==> src/rtl/riscv_pkg.sv <==
// Shared RV32I decode constants: opcodes, ALUOp encodings, instruction field
// positions and the ID/EX control-bit bundle.
package riscv_pkg;

  localparam logic [6:0] OP_R      = 7'b0110011;
  localparam logic [6:0] OP_I      = 7'b0010011;
  localparam logic [6:0] OP_LOAD   = 7'b0000011;
  localparam logic [6:0] OP_STORE  = 7'b0100011;
  localparam logic [6:0] OP_BRANCH = 7'b1100011;

  localparam logic [1:0] ALUOP_LDST = 2'b00;
  localparam logic [1:0] ALUOP_BR   = 2'b01;
  localparam logic [1:0] ALUOP_RI   = 2'b10;

  localparam int OPC_LSB  = 0;
  localparam int OPC_W    = 7;
  localparam int RD_LSB   = 7;
  localparam int F3_LSB   = 12;
  localparam int RS1_LSB  = 15;
  localparam int RS2_LSB  = 20;
  localparam int F7B5_BIT = 30;

  typedef struct packed {
    logic [1:0] alu_op;
    logic       alu_src;
    logic       branch;
    logic       mem_read;
    logic       mem_write;
    logic       reg_write;
    logic       mem_to_reg;
  } ctrl_t;

endpackage

==> src/rtl/hazard_detect_unit.sv <==
// Load-use hazard detector: flags an ID instruction that reads the rd of a
// load currently sitting in EX.
module hazard_detect_unit
  import riscv_pkg::*;
#(
  parameter int REG_AW = 5
) (
  input  logic [31:0]       id_instr,
  input  logic              id_valid,
  input  logic [REG_AW-1:0] ex_rd,
  input  logic              ex_mem_read,
  input  logic              ex_valid,
  output logic              hazard
);

  logic [OPC_W-1:0]  w_opcode;
  logic [REG_AW-1:0] w_rs1;
  logic [REG_AW-1:0] w_rs2;
  logic              w_uses_rs1;
  logic              w_uses_rs2;
  logic              w_unused;

  assign w_opcode = id_instr[OPC_LSB +: OPC_W];
  assign w_rs1    = id_instr[RS1_LSB +: REG_AW];
  assign w_rs2    = id_instr[RS2_LSB +: REG_AW];
  assign w_unused = &{1'b0, id_instr[31:25], id_instr[14:7]};

  always_comb begin
    w_uses_rs1 = 1'b0;
    w_uses_rs2 = 1'b0;
    case (w_opcode)
      OP_R, OP_STORE, OP_BRANCH: begin
        w_uses_rs1 = 1'b1;
        w_uses_rs2 = 1'b1;
      end
      OP_I, OP_LOAD: w_uses_rs1 = 1'b1;
      default: ;
    endcase
  end

  // x0 is never a real producer, so a load into x0 cannot stall.
  assign hazard = ex_valid && ex_mem_read && (ex_rd != '0) && id_valid &&
                  ((w_uses_rs1 && (ex_rd == w_rs1)) ||
                   (w_uses_rs2 && (ex_rd == w_rs2)));

endmodule

==> src/rtl/id_ex_stage.sv <==
// ID/EX pipeline register with load-use stall and taken-branch squash.
// Stall outputs are combinational from the ID inputs and current EX state.
module id_ex_stage
  import riscv_pkg::*;
#(
  parameter int XLEN   = 32,
  parameter int REG_AW = 5
) (
  input  logic              clk,
  input  logic              reset,
  input  logic              id_valid,
  input  logic [31:0]       id_instr,
  input  logic [XLEN-1:0]   id_pc,
  input  logic [XLEN-1:0]   id_rs1_data,
  input  logic [XLEN-1:0]   id_rs2_data,
  input  logic [XLEN-1:0]   id_imm,
  input  logic [1:0]        id_alu_op,
  input  logic              id_alu_src,
  input  logic              id_branch,
  input  logic              id_mem_read,
  input  logic              id_mem_write,
  input  logic              id_reg_write,
  input  logic              id_mem_to_reg,
  input  logic              flush,
  output logic              pc_write,
  output logic              ifid_write,
  output logic              ex_valid,
  output logic [1:0]        ex_alu_op,
  output logic              ex_alu_src,
  output logic              ex_branch,
  output logic              ex_mem_read,
  output logic              ex_mem_write,
  output logic              ex_reg_write,
  output logic              ex_mem_to_reg,
  output logic [XLEN-1:0]   ex_pc,
  output logic [XLEN-1:0]   ex_rs1_data,
  output logic [XLEN-1:0]   ex_rs2_data,
  output logic [XLEN-1:0]   ex_imm,
  output logic [REG_AW-1:0] ex_rs1,
  output logic [REG_AW-1:0] ex_rs2,
  output logic [REG_AW-1:0] ex_rd,
  output logic [3:0]        ex_funct
);

  ctrl_t             w_id_ctrl;
  ctrl_t             r_ctrl;
  logic              r_valid;
  logic [XLEN-1:0]   r_pc;
  logic [XLEN-1:0]   r_rs1_data;
  logic [XLEN-1:0]   r_rs2_data;
  logic [XLEN-1:0]   r_imm;
  logic [REG_AW-1:0] r_rs1;
  logic [REG_AW-1:0] r_rs2;
  logic [REG_AW-1:0] r_rd;
  logic [3:0]        r_funct;
  logic              w_hazard;
  logic              w_stall;
  logic              w_bubble;
  logic              w_unused;

  hazard_detect_unit #(.REG_AW(REG_AW)) u_hdu (
    .id_instr    (id_instr),
    .id_valid    (id_valid),
    .ex_rd       (r_rd),
    .ex_mem_read (r_ctrl.mem_read),
    .ex_valid    (r_valid),
    .hazard      (w_hazard)
  );

  // A flush overrides the stall so the PC is free to redirect.
  assign w_stall    = w_hazard && !flush;
  assign pc_write   = reset || !w_stall;
  assign ifid_write = reset || !w_stall;
  assign w_bubble   = reset || flush || w_hazard;
  assign w_unused   = &{1'b0, id_instr[31], id_instr[29:25], id_instr[6:0]};

  always_comb begin
    w_id_ctrl = '0;
    if (id_valid) begin
      w_id_ctrl.alu_op     = id_alu_op;
      w_id_ctrl.alu_src    = id_alu_src;
      w_id_ctrl.branch     = id_branch;
      w_id_ctrl.mem_read   = id_mem_read;
      w_id_ctrl.mem_write  = id_mem_write;
      w_id_ctrl.reg_write  = id_reg_write;
      w_id_ctrl.mem_to_reg = id_mem_to_reg;
    end
  end

  // ID -> EX register boundary
  always_ff @(posedge clk) begin
    if (w_bubble) begin
      r_valid    <= 1'b0;
      r_ctrl     <= '0;
      r_pc       <= '0;
      r_rs1_data <= '0;
      r_rs2_data <= '0;
      r_imm      <= '0;
      r_rs1      <= '0;
      r_rs2      <= '0;
      r_rd       <= '0;
      r_funct    <= '0;
    end else begin
      r_valid    <= id_valid;
      r_ctrl     <= w_id_ctrl;
      r_pc       <= id_pc;
      r_rs1_data <= id_rs1_data;
      r_rs2_data <= id_rs2_data;
      r_imm      <= id_imm;
      r_rs1      <= id_instr[RS1_LSB +: REG_AW];
      r_rs2      <= id_instr[RS2_LSB +: REG_AW];
      r_rd       <= id_instr[RD_LSB +: REG_AW];
      r_funct    <= {id_instr[F7B5_BIT], id_instr[F3_LSB +: 3]};
    end
  end

  assign ex_valid      = r_valid;
  assign ex_alu_op     = r_ctrl.alu_op;
  assign ex_alu_src    = r_ctrl.alu_src;
  assign ex_branch     = r_ctrl.branch;
  assign ex_mem_read   = r_ctrl.mem_read;
  assign ex_mem_write  = r_ctrl.mem_write;
  assign ex_reg_write  = r_ctrl.reg_write;
  assign ex_mem_to_reg = r_ctrl.mem_to_reg;
  assign ex_pc         = r_pc;
  assign ex_rs1_data   = r_rs1_data;
  assign ex_rs2_data   = r_rs2_data;
  assign ex_imm        = r_imm;
  assign ex_rs1        = r_rs1;
  assign ex_rs2        = r_rs2;
  assign ex_rd         = r_rd;
  assign ex_funct      = r_funct;

endmodule

==> config.mk <==
export PLATFORM = sky130hd
export DESIGN_NAME = id_ex_stage
export DESIGN_NICKNAME = d
export VERILOG_FILES = /design/src/rtl/riscv_pkg.sv /design/src/rtl/hazard_detect_unit.sv /design/src/rtl/id_ex_stage.sv
export SDC_FILE = /design/constraint.sdc
export NUM_CORES = 1
export LEC_CHECK = 0
export ABC_AREA = 1
export CORE_MARGIN = 2
export CORE_UTILIZATION = 31
export CTS_CLUSTER_DIAMETER = 30
export DETAILED_ROUTE_END_ITERATION = 7
export GPL_ROUTABILITY_DRIVEN = 0
export HOLD_SLACK_MARGIN = 0.06
export MAX_ROUTING_LAYER = met4
export PLACE_DENSITY_LB_ADDON = 0.12
export SYNTH_ARGS = -nofsm -noshare
export SYNTH_HDL_FRONTEND = slang
export SYNTH_HIERARCHICAL = 1
export SYNTH_SLANG_ARGS = --single-unit
export TNS_END_PERCENT = 30
==> constraint.sdc <==
create_clock -name clk -period 1.47 [get_ports clk]
set_clock_uncertainty 0.1 [all_clocks]
set_input_delay 0.2205 -clock clk [delete_from_list [all_inputs] [get_ports clk]]
set_output_delay 0.2205 -clock clk [all_outputs]
set_load 0.03 [all_outputs]
==> results of run 1 <==
area by class of cell:
cell class,count,area [µm²]
fillers,1341,5630
flip-flops and latches,156,3140
well taps,188,235
clock inverters,6,86.3
multi-input cells,203,1140
inverters,170,653
repair buffers,353,3710
clock buffers,24,482
per-layer routing:
| layer | part of all wire, % | routed length (µm) | GRT usage [%] | up-vias |
|---|---|---|---|---|
| met5 | 0 | 0 | - | - |
| met4 | 2.5 | 399 | 7.95 | 0 |
| met2 | 54 | 8670 | 33.5 | 202 |
| met1 | 35 | 5720 | 17.3 | 1947 |
| met3 | 8.3 | 1340 | 6.83 | 30 |
| li1 | - | - | - | 2200 |
through the flow:
step	area (µm²)	hold WS [ps]	power (µW)	setup slack [ps]
3_5_place_dp	8150	642	5960	-841
5_1_grt	9460	206	10700	-542
2_1_floorplan	4760	223	5140	-82.9
6_report	9460	215	10300	-465
3_3_place_gp	8150	637	5940	-855
4_1_cts	8880	196	10200	-485
placed cells by master, fill, tap and decap left out, drive strengths merged:
| cell | netlist | layout |
|---|---|---|
| clkdlybuf4s15 | 0 | 88 |
| nor2 | 164 | 164 |
| nand3 | 3 | 3 |
| dlygate4sd2 | 0 | 7 |
| clkbuf | 0 | 61 |
| nand2 | 28 | 29 |
| dlymetal6s2s | 0 | 30 |
| xnor2 | 1 | 1 |
| dfxtp | 156 | 156 |
| o21ai | 2 | 2 |
| nor3b | 1 | 1 |
| inv | 170 | 171 |
| bufinv | 0 | 2 |
| clkinv | 0 | 2 |
| clkinvlp | 0 | 1 |
| bufbuf | 0 | 2 |
| clkdlybuf4s50 | 0 | 165 |
| nand4 | 2 | 2 |
| a21oi | 1 | 1 |
| buf | 17 | 24 |
final timing paths:
kind	to	slack [ps]
min reg2reg	ex_valid$_SDFF_PP0_	930
max	ifid_write	-460
max reg2reg	ex_imm[0]$_SDFF_PP0_	-390
min	ex_mem_read$_SDFF_PP0_	220
worst max-delay path, cell delays in order (launching register included):
cell	delay, ps
dfxtp_4	370
inv_2	40
nand2_1	40
nand2_1	60
nor2_1	120
nand3_1	120
a21oi_2	190
nand2_2	100
buf_6	150
power breakdown:
group	switching [µW]	internal, µW
sequential	50.8	4390
combinational	788	808
clock	1610	2620
total	2450	7820
timing repair:
action,CTS,global route
setup buffers,2,6
gates cloned,6,9
endpoints found under the setup margin,314,265
pin swaps,4,1
resized for setup,221,230
hold endpoints to repair,0,0
hold buffers,0,0
cell families (layout without fill, tap and decap cells):
kind of cell / count (synthesis) / after routing / share of synthesized area (%)
AOI/OAI and AO/OA: 3 / 3 / 0.396
xor gates and xnor gates: 1 / 1 / 0.185
buffers and inverters: 187 / 553 / 17.3
DFF: 156 / 156 / 65.9
and+or+nand+nor: 198 / 199 / 16.2
==> impl_results.md, run 1 <==
* Clock slew at reported path FFs at ~60 ps
* Via density at between 3 and 4
* Hold crit path type: in -> reg
* Cts bufs inserted at 17
* Fin. max-slew vios at 0
* Post-route clock period utilization at 132%
* Wire per inst at 14.7 µm
* RSZ-0062 raised after global routing: true
* Max_slew headroom at between 70 and 80%
* Post-synthesis sequential area ratio at 65.9%
* Post-synth top area share at 65.9%
* Mapped cell area at 4740 µm²
* Final nets at 1073
* Worst Setup SP: ex_rd[3]$_SDFF_PP0_
* DR pass1 iterations at 5
* Post-Place Cells at 1047
* Antenna-violating nets left at 0
* Total vias in the final route at 4379
* Row cnt at 45
* Setup violations, final at 158
* Ys async rst share at 0%
* Top-count cell post-synth: inv_1
* FF-to-FF Start: ex_rd[3]$_SDFF_PP0_
* Initial Utilization at between 30% and 40%
* VDD IR max at 0.000693 V
* Die ar. at 16300 µm²
* Final HPWL DP at 10700 µm
* Number of global-route vias before repair at around 4300
* Ys flop type: dfxtp_1
* Share of cells above drive strength 1 at 20.3%
* Worst Hold Depth at 3
* Synth top area cells: dfxtp_1 66%, inv_1 13%, nor2_1 13%
* Final Non-Filler Cells at 1100
* Violated checks: setup timing
* DIE HEIGHT at 128 µm
* Worst r2r path cells at 12
* Max Cap Violations at 0
* GRT overflow at 0
* Post-synth EDFFs at 0
* P&R area growth vs syn at 99.7%
* Root Buffer: clkbuf_16
* CORE AREA at between 15000 and 20000 µm²
* P per Cell Area at 1090 nW/µm²
* Max Clk Rate at around 520 MHz
* Syn Inst Count at between 500 and 600
* TritonCTS sink count at 156
* CTS tree: built
* Critical Path Fanout Max at 5
* Clock Latency Late Sink at 420 ps
* Final hold violation count at 0
* Post-Syn Area per Cell at 8.69 µm²
* Crit. End Element: output pin
* Worst Setup Start Kind: flop
* Final TNS setup at -51490 ps
* Outcome: finished with violations
* Largest net degree at the start of global routing at 33
* Leak pwr at 0.00504 µW
* First-pass GRT wire length at 21700 µm
* CP Data Required Time at 1150 ps
* Clk buf depth at 2
* H-tree depth at 4
* Drt total wl at 16100 µm
* Crit Path Class: reg -> out
* Worst hold start: id_mem_read
* PnR worst setup slack at -465 ps
* Commonest cells in the synthesized netlist: 166 x inv_1, 162 x nor2_1, 156 x dfxtp_1
* Final Util at a little over three fifths
* Minimum clock period at 1930 ps
* Synth Warn # at 6
* Die X-Extent at 128 µm
* Syn Nets at 717
* Arrival @ worst endpoint at 1610 ps
* Drt drc at 0
* N_diodes at 0
* Overall routing resource usage at 18.4%
* Antenna violations before repair at 0
* IO Pins at 330
* Flops & latches, synth at 156
* Port Buffers at 323
* Tightest Pin Transition at 356 ps
* Area leader, netlist: dfxtp_1
* Count of cell types in the netlist at 16
* DRT iter0 DRCs at 113
No activity file was read; power rests on OpenSTA's default activity.
==> inputs of run 2 (changes only) <==
--- a/config.mk
+++ b/config.mk
@@ -13,9 +13,8 @@
 export GPL_ROUTABILITY_DRIVEN = 0
 export HOLD_SLACK_MARGIN = 0.06
 export MAX_ROUTING_LAYER = met4
-export PLACE_DENSITY_LB_ADDON = 0.12
+export PLACE_DENSITY = 0.75
 export SYNTH_ARGS = -nofsm -noshare
 export SYNTH_HDL_FRONTEND = slang
 export SYNTH_HIERARCHICAL = 1
 export SYNTH_SLANG_ARGS = --single-unit
-export TNS_END_PERCENT = 30
==> constraint.sdc (replaced) <==
create_clock -name clk -period 1.47 [get_ports clk]
set_clock_uncertainty 0.1 [all_clocks]
set_input_delay 0.2205 -clock clk [delete_from_list [all_inputs] [get_ports clk]]
set_output_delay 0.2205 -clock clk [all_outputs]
set_load 0.05 [all_outputs]
==> run 2 against run 1 <==
Effect of this change: the run still ends with setup timing left; sequential share of layout area fell by 3.7 points; design area rose by 13%; flip-flop and latch count stayed put; combinational power increased by 31%; hold slack improved by 9.3 ps; sequential power increased by 2%; maximum frequency fell by 1.2%; setup slack worse by 23 ps; global-route usage up 0.71 points; routed wire length decreased by 4.9%; via count is 0.57% lower; critical path type unchanged; critical endpoint is now pc_write.
==> impl_results.md, run 2 (synthesized netlist as in run 1, its figures left out) <==
* Critical Path Fanout Max at 4 (-1)
* Arrival @ worst endpoint at 1640 ps (+30 ps)
* Overall routing resource usage at 19.1% (+0.71 points)
* Die ar. at 16300 µm² (unchanged)
* Post-route clock period utilization at 133% (+1.6 points)
* Number of global-route vias before repair at 4385 (+2.2%)
* Post-Place Cells at 1058 (+1.1%)
* N_diodes at 0 (unchanged)
* Largest net degree at the start of global routing at 24 (-27%)
* Critical path buffers and inverters at 3 (+1)
* Row cnt at 45 (unchanged)
* Layout fillers at 1036 (-23%)
* CP delay by family, top: simple AND/OR/NAND/NOR gates
* Die X-Extent at 128 µm (unchanged)
* Placed inst area at 9790 µm² (+20%)
* Max_slew headroom at 87.4% (+11 points)
* TritonCTS sink count at 156 (unchanged)
* Share of cells above drive strength 1 at 26.1% (+5.8 points)
* Commonest non-fill, non-tap cells in the layout: 165 x clkdlybuf4s50_1, 164 x inv_1, 161 x nor2_1
* First-pass GRT wire length at 22500 µm (+4.0%)
* Final Non-Filler Cells at 1099 (-0.091%)
* IO Pins at 330 (unchanged)
* Final hold violation count at 0 (unchanged)
* Wire per inst at 14.0 µm (-4.8%)
* CP most frequent cell: nand2_1
* CORE AREA at 15100 µm² (unchanged)
* Drt total wl at 15300 µm (-4.9%)
* Slowest CP cell: dfxtp_4
* H-tree depth at 4 (unchanged)
* Violated checks: setup timing
* CTS tree: built
* Via density at 3.96 (-0.48%)
* VDD IR max at 0.000709 V (+2.3%)
* Cts bufs inserted at 17 (unchanged)
* Pre-CTS setup slack at -590 ps (+251 ps)
* Leak pwr at 0.00511 µW (+1.4%)
* Final hold slack at 225 ps (+9.31 ps)
* Fin. max-slew vios at 0 (unchanged)
* RSZ-0062 raised after global routing: true
* Clock Latency Late Sink at 410 ps (about the same)
* Max incr delay on CP at 370 ps (about the same)
* Tightest Pin Transition at 187 ps (-168 ps)
* Final instance area at 10700 µm² (+13%)
* P per Cell Area at 1100 nW/µm² (+0.90%)
* Antenna-violating nets left at 0 (unchanged)
* Port Buffers at 323 (unchanged)
* Hold crit path type: in -> reg
* Initial Utilization at 31.4% (unchanged)
* DIE HEIGHT at 128 µm (unchanged)
* GRT overflow at 0 (unchanged)
* Max Cap Violations at 0 (unchanged)
* Clock slew at reported path FFs at 60 ps (about the same)
* Final HPWL DP at 12000 µm (+12%)
* Crit. End Element: output pin
* Root Buffer: clkbuf_16
* DR pass1 iterations at 4 (-1)
* Clk buf depth at 2 (unchanged)
* Antenna violations before repair at 0 (unchanged)
* Crit Path Class: reg -> out
* DRT iter0 DRCs at 149 (+32%)
* CP cell instances: inv_4 > nand2_1 > nand2_1 > nor2_1 > nand3_1 > a21oi_2 > buf_4 > nand2_4 > buf_8
* Worst Setup Start Kind: flop
* Max Clk Rate at 511 MHz (-1.2%)
* Setup violations, final at 158 (unchanged)
* Final nets at 1070 (-0.28%)
* Minimum clock period at 1960 ps (+23.3 ps)
* Outcome: finished with violations
* P&R area growth vs syn at 125%
* CP Data Required Time at 1150 ps (about the same)
* Total vias in the final route at 4354 (-0.57%)
* Commonest non-fill, non-tap cell in the layout: clkdlybuf4s50_1
* Drt drc at 0 (unchanged)
* PnR worst setup slack at -488 ps (-23.3 ps)
## run 2: cell types whose count changed in the layout (fill, tap and decap cells not counted), moves of 13 or more
cell | before | now
nor2_1 | 101 | 161
clkbuf_2 | 31 | 0
nor2_4 | 30 | 0
nor2_2 | 33 | 3
dlymetal6s2s_1 | 30 | 0
buf_12 | 2 | 160
clkdlybuf4s15_1 | 77 | 0
buf_4 | 5 | 18
## run 2: timing repair
action                     4_1_cts  5_1_grt
hold buffers                     0        0
gates resized for setup          7       11
pin swaps                        6        1
setup endpoints to repair      158      158
gates cloned                     2        2
buffers inserted                 1        5
## run 2: worst paths after layout
path / from / endpoint / slack, ps / depth (start not counted)
max: ex_rd[4]$_SDFF_PP0_ / pc_write / -490 / 9
min: id_instr[10] / ex_rd[3]$_SDFF_PP0_ / 220 / 3
max reg2reg: ex_rd[4]$_SDFF_PP0_ / ex_imm[21]$_SDFF_PP0_ / -350 / 12
min reg2reg: ex_mem_read$_SDFF_PP0_ / ex_valid$_SDFF_PP0_ / 1050 / 9
## run 2: metrics by stage
| stage | utilization, % | TNS (ps) | power [µW] |
|---|---|---|---|
| floorplan | - | -24210 | 5390 |
| global placement | 64.9 | -79340 | 6650 |
| detailed placement | 64.9 | -82620 | 6690 |
| CTS | 70.1 | -31600 | 11800 |
| global route | 70.6 | -52090 | 12100 |
| finish | 70.6 | -35720 | 11700 |
## run 2: routing by layer
layer  GRT usage [%]  up-vias  share of wire [%]
met1            18.8     1921                 35
met5               -        -                  0
met3            5.03       34                6.8
met4            9.31        0                3.2
li1                -     2189                  -
met2            34.8      210                 55
## run 2: cell type report
cell class | count | area, µm² | share of cell area, %
Tap cell | 188 | 235 | 2.21
Multi-Input combinational cell | 203 | 817 | 7.67
Clock inverter | 12 | 231 | 2.17
Timing Repair Buffer | 350 | 5130 | 48.1
Sequential cell | 156 | 3140 | 29.5
Inverter | 170 | 643 | 6.04
Clock buffer | 20 | 457 | 4.29
## run 2: tightest hold or removal path: stages
cell and delay, ps:
clkdlybuf4s50_1 400, inv_1 50, nor2_1 30
## run 2: where the power goes
group,internal (µW),switching (µW)
registers,4400,141
clock network,3300,1720
logic,1150,958
==> inputs of run 3 (changes only) <==
--- a/config.mk
+++ b/config.mk
@@ -6,12 +6,13 @@
 export NUM_CORES = 1
 export LEC_CHECK = 0
 export ABC_AREA = 1
-export CORE_MARGIN = 2
+export CORE_MARGIN = 5
 export CORE_UTILIZATION = 31
 export CTS_CLUSTER_DIAMETER = 30
 export DETAILED_ROUTE_END_ITERATION = 7
 export GPL_ROUTABILITY_DRIVEN = 0
-export HOLD_SLACK_MARGIN = 0.06
+export GPL_TIMING_DRIVEN = 0
+export HOLD_SLACK_MARGIN = 0.1
 export MAX_ROUTING_LAYER = met4
 export PLACE_DENSITY = 0.75
 export SYNTH_ARGS = -nofsm -noshare
==> run 3 against run 2 <==
Effect of this change: the run still ends with setup timing left; highest routed layer unchanged; critical path type unchanged; first-iteration DRC count shrank 52%; power shrank 8.7%; sequential power shrank 2%; combinational power shrank 16%; global-route usage shrank 1.7 points; design area shrank 13%; critical endpoint unchanged.
==> impl_results.md, run 3 (synthesized netlist as in run 1, its figures left out) <==
* Drt drc at 0 (unchanged)
* Worst Hold Depth at 3 (unchanged)
* Cts bufs inserted at 17 (unchanged)
* RSZ-0062 raised after global routing: true
* Hold crit path type: in -> reg
* Commonest non-fill, non-tap cell in the layout: clkdlybuf4s50_1
* Crit. End Element: output pin
* Sw frac at 25.9% (+1.7 points)
* H-tree depth at 4 (unchanged)
* Final TNS setup at -54040 ps (-18320 ps)
* Die X-Extent at 134 µm (+4.7%)
* CP Data Required Time at 1150 ps (about the same)
* Row cnt at 45 (unchanged)
* Tightest Pin Transition at 317 ps (+130 ps)
* CORE AREA at 15100 µm² (unchanged)
* Post-Place Cells at 1056 (-0.19%)
* Violated checks: setup timing
* Share of cells above drive strength 1 at 27.1% (+0.99 points)
* Clock slew at reported path FFs at 60 ps (about the same)
* Clock network power share at 41.8% (-1.3 points)
* Number of global-route vias before repair at 4236 (-3.4%)
* Final Non-Filler Cells at 1099 (unchanged)
* N_diodes at 0 (unchanged)
* PnR Total Power at 10700 µW (-8.7%)
* Final HPWL DP at 11600 µm (-3.1%)
* FF-to-FF Start: ex_rd[1]$_SDFF_PP0_
* P per Cell Area at 1140 nW/µm² (+4.5%)
* Critical Path Fanout Max at 4 (unchanged)
* Max Clk Rate at 502 MHz (-1.7%)
* Clk buf depth at 2 (unchanged)
* Root Buffer: clkbuf_16
* Seq pwr share at 41.7% (+2.8 points)
* TritonCTS sink count at 156 (unchanged)
* Overall routing resource usage at 17.4% (-1.7 points)
* Setup violations, final at 158 (unchanged)
* DR pass1 iterations at 4 (unchanged)
* Placed inst area at 8230 µm² (-16%)
* Worst Setup Start Kind: flop
* DIE HEIGHT at 134 µm (+4.7%)
* Hold endpoint: ex_rd[1]$_SDFF_PP0_
* Clock Latency Late Sink at 410 ps (about the same)
* Max Cap Violations at 0 (unchanged)
* Final hold slack at 217 ps (-7.95 ps)
* Antenna-violating nets left at 0 (unchanged)
* Minimum clock period at 1990 ps (+34.6 ps)
* Leak pwr at 0.00448 µW (-12%)
* VDD IR max at 0.000787 V (+11%)
* Initial Utilization at 31.4% (unchanged)
* Reg2reg setup slack at -460 ps (-110 ps)
* Final nets at 1070 (unchanged)
* Fin. max-slew vios at 0 (unchanged)
* IO Pins at 330 (unchanged)
* R2R Path End: ex_rs1_data[16]$_SDFF_PP0_
* Port Buffers at 323 (unchanged)
* Worst r2r path cells at 12 (unchanged)
* DRT iter0 DRCs at 71 (-52%)
* Worst hold start: id_instr[8]
* Wire per inst at 14.0 µm (+0.38%)
* PnR worst setup slack at -522 ps (-34.6 ps)
* Largest net degree at the start of global routing at 17 (-29%)
* Layout fillers at 1242 (+20%)
* Final hold violation count at 0 (unchanged)
* Die ar. at 17800 µm² (+9.6%)
* First-pass GRT wire length at 22800 µm (+1.3%)
* Antenna violations before repair at 0 (unchanged)
* Crit Path Class: reg -> out
* P&R area growth vs syn at 96.5%
* Max_slew headroom at 79.0% (-8.5 points)
* Arrival @ worst endpoint at 1670 ps (+30 ps)
* Via density at 3.90 (-1.6%)
* Total vias in the final route at 4285 (-1.6%)
* CTS tree: built
* Drt total wl at 15400 µm (+0.38%)
* GRT overflow at 0 (unchanged)
* Combinational Power Share at 16.6% (-1.4 points)
* Internal Dissipation at 7890 µW (-11%)
* Commonest non-fill, non-tap cells in the layout: 165 x clkdlybuf4s50_1, 164 x inv_1, 155 x nor2_1
* Outcome: finished with violations
* Number of hold buffers added after cts at 0 (unchanged)
* Final instance area at 9310 µm² (-13%)
* Sw Pwr at 2760 µW (-2.3%)
* Post-route clock period utilization at 136% (+2.4 points)
[run 3: cell types whose count changed in the layout (fill, tap and decap cells not counted), moves of 9 or more]
cell	delta
buf_12	-154
clkdlybuf4s15_2	+133
buf_4	-16
buf_2	+13
clkdlybuf4s18_2	+10
buf_6	+9
[run 3: power by group through the flow]
stage	combinational, µW	sequential (µW)	clock [µW]
floorplan	262	5130	0
global placement	1700	4530	0
detailed placement	1710	4530	0
CTS	1790	4440	4550
global route	1860	4450	4750
finish	1770	4440	4450
[run 3: worst max-delay path: stages (launching register included)]
cell and delay (ps):
dfxtp_4 360, inv_2 40, nand2_1 50, nand2_1 50, nor2_1 120, nand3_2 100, a21oi_4 200, nand2_4 60
buf_6 120, buf_8 140
[run 3: layout make-up]
cell class	count	area, µm²	area share, %
inverters	170	641	6.88
flip-flops and latches	156	3140	33.8
clock buffers	21	480	5.16
clock inverters	11	129	1.38
repair buffers	334	3600	38.6
multi-input cells	202	843	9.06
plain buffers	17	238	2.55
well taps	188	235	2.53
[run 3: stage by stage]
stage,utilization [%],setup slack (ps)
3_5_place_dp,54.6,-1120
4_1_cts,62.0,-549
5_1_grt,61.7,-625
6_report,61.7,-522
3_3_place_gp,54.6,-1080
2_1_floorplan,-,-181
[run 3: how the worst max path moves through the flow]
| stage | from | to | slack (ps) | depth (start not counted) |
|---|---|---|---|---|
| detailed placement | id_instr[16] | pc_write | -1120 | 10 |
| global route | ex_rd[1]$_SDFF_PP0_ | pc_write | -630 | 9 |
| global placement | id_instr[16] | pc_write | -1080 | 10 |
| finish | ex_rd[1]$_SDFF_PP0_ | pc_write | -520 | 9 |
| CTS | ex_rd[3]$_SDFF_PP0_ | pc_write | -550 | 9 |
| floorplan | ex_rd[1]$_SDFF_PP0_ | ex_rd[0]$_SDFF_PP0_ | -180 | 11 |
[run 3: repair_timing]
action / in CTS / in global routing
pin swaps: 5 / 3
resized for setup: 517 / 30
gates cloned: 7 / 0
setup endpoints to repair: 314 / 178
buffers inserted: 5 / 0
[run 3: per-layer routing]
metal  vias up  track usage, %  routed length, µm
li1       2194               -                  -
met5         -               -                  0
met4         0            6.91                351
met3        22            5.44               1180
met2       197            31.7               8180
met1      1872            17.2               5690
